## config.mk

```make
export PLATFORM = sky130hd
export DESIGN_NAME = axi_lite_reg_slave
export DESIGN_NICKNAME = d
export VERILOG_FILES = /design/src/rtl/axi_lite_reg_slave.sv
export SDC_FILE = /design/constraint.sdc
export NUM_CORES = 1
export LEC_CHECK = 0
export ABC_AREA = 1
export BUFFER_PORTS_ARGS = -buffer_cell sky130_fd_sc_hd__buf_2
export CORE_ASPECT_RATIO = 1.1
export CORE_MARGIN = 5
export CORE_UTILIZATION = 55
export DETAILED_ROUTE_END_ITERATION = 7
export PLACE_DENSITY_LB_ADDON = 0.12
export SYNTH_ARGS = -nofsm -noshare
export SYNTH_HDL_FRONTEND = slang
export SYNTH_SLANG_ARGS = --single-unit
```

## constraint.sdc

```tcl
create_clock -name clk -period 4.2 [get_ports clk]
set_input_delay 0.21 -clock clk [delete_from_list [all_inputs] [get_ports clk]]
set_output_delay 0.21 -clock clk [all_outputs]
set_load 0.005 [all_outputs]
```

## src/rtl/axi_lite_reg_slave.sv

```systemverilog
// AXI-Lite register-bank responder: NUM_REGS x 32-bit registers with per-register write pulses.
// Optional macro AXI_LITE_SLV_ADDR_ERR_EN: unmapped accesses answer SLVERR instead of OKAY.
module axi_lite_reg_slave #(
  parameter int          ADDR_WIDTH = 32,
  parameter int          NUM_REGS   = 8,
  parameter logic [31:0] BASE_ADDR  = 32'h0000_0000
) (
  input  logic                     clk,
  input  logic                     reset,
  input  logic [ADDR_WIDTH-1:0]    awaddr,
  input  logic                     awvalid,
  output logic                     awready,
  input  logic [31:0]              wdata,
  input  logic [3:0]               wstrb,
  input  logic                     wvalid,
  output logic                     wready,
  output logic [1:0]               bresp,
  output logic                     bvalid,
  input  logic                     bready,
  input  logic [ADDR_WIDTH-1:0]    araddr,
  input  logic                     arvalid,
  output logic                     arready,
  output logic [31:0]              rdata,
  output logic [1:0]               rresp,
  output logic                     rvalid,
  input  logic                     rready,
  output logic [NUM_REGS*32-1:0]   regs_o,
  output logic [NUM_REGS-1:0]      wr_pulse_o
);

  localparam int                    IDXW = $clog2(NUM_REGS);
  localparam logic [ADDR_WIDTH-1:0] BASE = ADDR_WIDTH'(BASE_ADDR);
  localparam logic [ADDR_WIDTH-1:0] SPAN = ADDR_WIDTH'(NUM_REGS * 4);
`ifdef AXI_LITE_SLV_ADDR_ERR_EN
  localparam bit ADDR_ERR = 1'b1;
`else
  localparam bit ADDR_ERR = 1'b0;
`endif

  typedef enum logic [2:0] {
    WR_IDLE,
    WR_ADDR,
    WR_DATA,
    WR_COMMIT,
    WR_RESP
  } wr_state_t;

  wr_state_t wr_state, wr_next;

  logic                  up;
  logic                  aw_hs, w_hs, ar_hs;
  logic [ADDR_WIDTH-1:0] aw_addr;
  logic [31:0]           w_data;
  logic [3:0]            w_strb;
  logic [ADDR_WIDTH-1:0] w_off, r_off;
  logic                  w_hit, r_hit;
  logic [IDXW-1:0]       w_idx, r_idx;
  logic [31:0]           regs [NUM_REGS];

  // Ready outputs stay low until the first edge after reset is released.
  always_ff @(posedge clk) begin
    if (reset) up <= 1'b0;
    else       up <= 1'b1;
  end

  assign aw_hs   = awvalid & awready;
  assign w_hs    = wvalid & wready;
  assign arready = up & ~rvalid;
  assign ar_hs   = arvalid & arready;

  assign w_off = aw_addr - BASE;
  assign w_hit = w_off < SPAN;
  assign w_idx = w_off[2 +: IDXW];
  assign r_off = araddr - BASE;
  assign r_hit = r_off < SPAN;
  assign r_idx = r_off[2 +: IDXW];

  always_ff @(posedge clk) begin
    if (reset) wr_state <= WR_IDLE;
    else       wr_state <= wr_next;
  end

  always_comb begin
    wr_next = wr_state;
    case (wr_state)
      WR_IDLE: begin
        if (aw_hs && w_hs) wr_next = WR_COMMIT;
        else if (aw_hs)    wr_next = WR_ADDR;
        else if (w_hs)     wr_next = WR_DATA;
      end
      WR_ADDR:   if (w_hs)   wr_next = WR_COMMIT;
      WR_DATA:   if (aw_hs)  wr_next = WR_COMMIT;
      WR_COMMIT:             wr_next = WR_RESP;
      WR_RESP:   if (bready) wr_next = WR_IDLE;
      default:               wr_next = WR_IDLE;
    endcase
  end

  always_comb begin
    awready = 1'b0;
    wready  = 1'b0;
    bvalid  = 1'b0;
    case (wr_state)
      WR_IDLE: begin
        awready = up;
        wready  = up;
      end
      WR_ADDR: wready  = up;
      WR_DATA: awready = up;
      WR_RESP: bvalid  = 1'b1;
      default: ;
    endcase
  end

  always_ff @(posedge clk) begin
    if (aw_hs) aw_addr <= awaddr;
    if (w_hs) begin
      w_data <= wdata;
      w_strb <= wstrb;
    end
  end

  always_ff @(posedge clk) begin
    if (reset) begin
      for (int unsigned i = 0; i < NUM_REGS; i++) regs[i] <= '0;
      wr_pulse_o <= '0;
      bresp      <= 2'b00;
    end else begin
      wr_pulse_o <= '0;
      if (wr_state == WR_COMMIT) begin
        bresp <= (ADDR_ERR && !w_hit) ? 2'b10 : 2'b00;
        if (w_hit) begin
          wr_pulse_o[w_idx] <= 1'b1;
          for (int unsigned b = 0; b < 4; b++)
            if (w_strb[b]) regs[w_idx][8*b +: 8] <= w_data[8*b +: 8];
        end
      end
    end
  end

  // A read sampled on the commit edge sees the pre-write register contents.
  always_ff @(posedge clk) begin
    if (reset) begin
      rvalid <= 1'b0;
      rdata  <= '0;
      rresp  <= 2'b00;
    end else if (ar_hs) begin
      rvalid <= 1'b1;
      rdata  <= r_hit ? regs[r_idx] : '0;
      rresp  <= (ADDR_ERR && !r_hit) ? 2'b10 : 2'b00;
    end else if (rready) begin
      rvalid <= 1'b0;
    end
  end

  always_comb begin
    regs_o = '0;
    for (int unsigned i = 0; i < NUM_REGS; i++) regs_o[32*i +: 32] = regs[i];
  end

endmodule

```

==> flow_summary.json <==
{
  "tns_ns": 0,
  "numCtsBuffers": 38,
  "grt_pass1_vias": 13677,
  "cts-root-buf": "clkbuf_16",
  "io_buffers": 403,
  "multi_input_area_um2": 4800,
  "setup_viol": 0,
  "place_area_um2": 19200,
  "cts_tree": "built",
  "fin_crit_ns": 2.94,
  "fin_ws_ns": 1.26,
  "critical_path.max_fanout": 26,
  "switching_share_pct": 24.5,
  "cp-end-kind": "flop",
  "max_freq_mhz": 341,
  "cts_sinks": 367,
  "grt_antenna_before_repair": 2,
  "slew_headroom_pct": 19.6,
  "synth-seq-cells": 367,
  "dp.cells": 2573,
  "cpPeakStageDelay_ns": 0.65,
  "via_per_inst": 5.17,
  "drive_above_1_share_pct": 22.5,
  "p_switching_uw": 2070,
  "gr-total-overflow": 0,
  "drv_slew": 0,
  "worstMarginPinSlew_ns": 1.21,
  "seq_area_um2": 10600,
  "peakVddDrop_mv": 0.392,
  "clkSlewWorstSetupHoldPaths_ns": 0.07,
  "start_util_pct": 55.5,
  "layout.cells.non_filler": 2711,
  "fin_skew_ns": 0.0214,
  "nets": 2374,
  "grt_use_total_pct": 28.8,
  "p_seq_share_pct": 50.3,
  "gp_congestion": 0.891,
  "pin_count": 412,
  "cp_common_cell": "nand2_1",
  "vias": 14009,
  "status": "finished clean",
  "grt_pass1_wl_mm": 76.2,
  "die_y_um": 194,
  "ant_nets": 0,
  "power_uw": 8440,
  "required_ns": 4.37,
  "hp-class": "in2reg",
  "clockPowerShare_pct": 39.6,
  "drt-pass1-iter-count": 6,
  "syn_area_um2": 16900,
  "grt_max_degree": 111,
  "powerDensity_nw_per_um2": 401,
  "syn_area_per_cell_um2": 9.31,
  "pwr-share-comb_pct": 10.1,
  "ys_types": 26,
  "ys_warn_count": 0,
  "hpwl_mm": 35.0,
  "hold_viol_final": 0,
  "cts_setup_buffers": 0,
  "area_growth_pct": 24.7,
  "drc": 0,
  "internal_power_uw": 6380,
  "clk_latency_ns": 0.53,
  "cap_violations": 0,
  "rsz0062_at_grt": "no",
  "core_um2": 30400,
  "nFillCells": 2402,
  "rows": 67,
  "syn_inst": 1816,
  "post_drt_wl_per_cell_um": 18.7,
  "design_area_um2": 21100,
  "critical_path_class": "reg2reg",
  "crit_path_start_kind": "flop",
  "die-area_um2": 34300,
  "p_leak_uw": 0.0102,
  "slowest_stage": "nor2_8",
  "placement.setup.worst_slack_ns": 1.36,
  "fin_crit_sh_pct": 69.9,
  "drt_iter0_drc": 1273,
  "worst_ep_arrival_time_ns": 3.10,
  "die_w_um": 177,
  "worstPathCellList": "nor2_1 > nand2_1 > nor2_1 > nand2_1 > nor2_8 > buf_4 > nand4_4 > nand2_1",
  "routed_wl_mm": 50.8,
  "cts_buffer_depth": 3,
  "yosysSeqAreaShare_pct": 62.5,
  "htreeDepth": 2
}
## cells by family after synthesis
group / after synthesis / synth area share, %
AND/OR/NAND/NOR: 1028 / 27.2
flip-flops: 367 / 62.5
other: 1 / 0.0222
buffers and inverters: 384 / 9.16
AO/OA/AOI/OAI: 36 / 1.07
## critical path, delay by kind of cell (launching register included)
kind	cells	cell delay, ns
DFF	1	0.39
and+or+nand+nor	7	1.75
buffers and inverters	1	0.41
## metal layers
layer / GRT usage (%) / routed length [um] / vias up
met5: 0 / 19 / -
met4: 12.3 / 2230 / 4
met3: 5.58 / 5210 / 134
met2: 47.3 / 24100 / 778
met1: 37.4 / 19200 / 6504
li1: - / - / 6589
## sequential cells by signal, summed over array words and instances, names as in the netlist
signal / flops
regs: 256
wr_pulse_o: 8
up: 1
aw_addr: 30
wr_state: 3
w_strb: 4
rdata: 32
rvalid: 1
w_data: 32
## stage by stage
| step | hold slack, ns | util [%] |
|---|---|---|
| finish | 0.113 | 69.3 |
| floorplan | 0.309 | - |
| global placement | 0.387 | 63.0 |
| CTS | 0.106 | 69.2 |
| detailed placement | 0.388 | 63.0 |
| global route | 0.122 | 69.2 |
## worst paths after layout
kind	slack, ns	cells past startpoint	end	from
hold reg to reg	0.46	2	rdata[15]	rdata[15]
setup / recovery	1.26	8	regs[6][9]	aw_addr[25]
hold / removal	0.11	5	wr_state[1]	wvalid
setup reg to reg	1.26	8	regs[6][9]	aw_addr[25]
## layout by cell type (no fill, tap or decap)
cell type,n
inv_2,5
nor2_1,305
inv_4,1
nor3_1,2
conb_1,4
nand4_2,4
buf_4,13
nand2_2,2
nand3_1,132
o21ai_0,2
nand3_2,1
nor2_2,4
clkbuf_1,11
a21oi_1,34
clkinv_2,7
bufinv_16,2
dlygate4sd3_1,68
nor2_4,2
nor2_8,1
inv_1,302
clkbuf_8,4
clkbuf_16,41
clkinv_1,5
diode_2,1
edfxtp_1,322
nand2_1,547
nand4_4,28
dfxtp_1,45
buf_2,402
## cells in the mapped netlist (all sizes together)
cell	n	area share, %
nand2	549	12
edfxtp	322	57
buf	30	1.3
a21oi	34	1.0
nand3	133	4.0
clkbuf	45	1.0
conb	1	0.022
clkinv	1	0.022
o21ai	2	0.059
nor2	312	7.1
dfxtp	45	5.3
nand4	32	3.8
nor3	2	0.059
inv	308	6.8
## cell type report
type / instances / share of cell area (%)
Tap cell: 414 / 2.46
Clock buffer: 56 / 5.33
Antenna cell: 1 / 0.0119
Timing Repair Buffer: 483 / 13.2
Sequential cell: 367 / 50.2
Clock inverter: 13 / 0.522
Multi-Input combinational cell: 1068 / 22.8
Inverter: 309 / 5.52
## what timing repair did
| item | in CTS | in global routing |
|---|---|---|
| resized for setup | 0 | 0 |
| setup endpoints to repair | 0 | 0 |
| hold buffers | 68 | 0 |
| endpoints found under the hold margin | 68 | 0 |
## power by group through the flow
| stage | Clock [uW] | Sequential (uW) | Combinational [uW] |
|---|---|---|---|
| final | 3340 | 4250 | 857 |
| after global routing | 3530 | 4260 | 946 |
| after CTS | 3350 | 4240 | 853 |
| after detailed placement | 0 | 4320 | 798 |
| after global placement | 0 | 4310 | 784 |
| after floorplan | 0 | 4280 | 488 |
No activity file was read; power rests on OpenSTA's default activity.
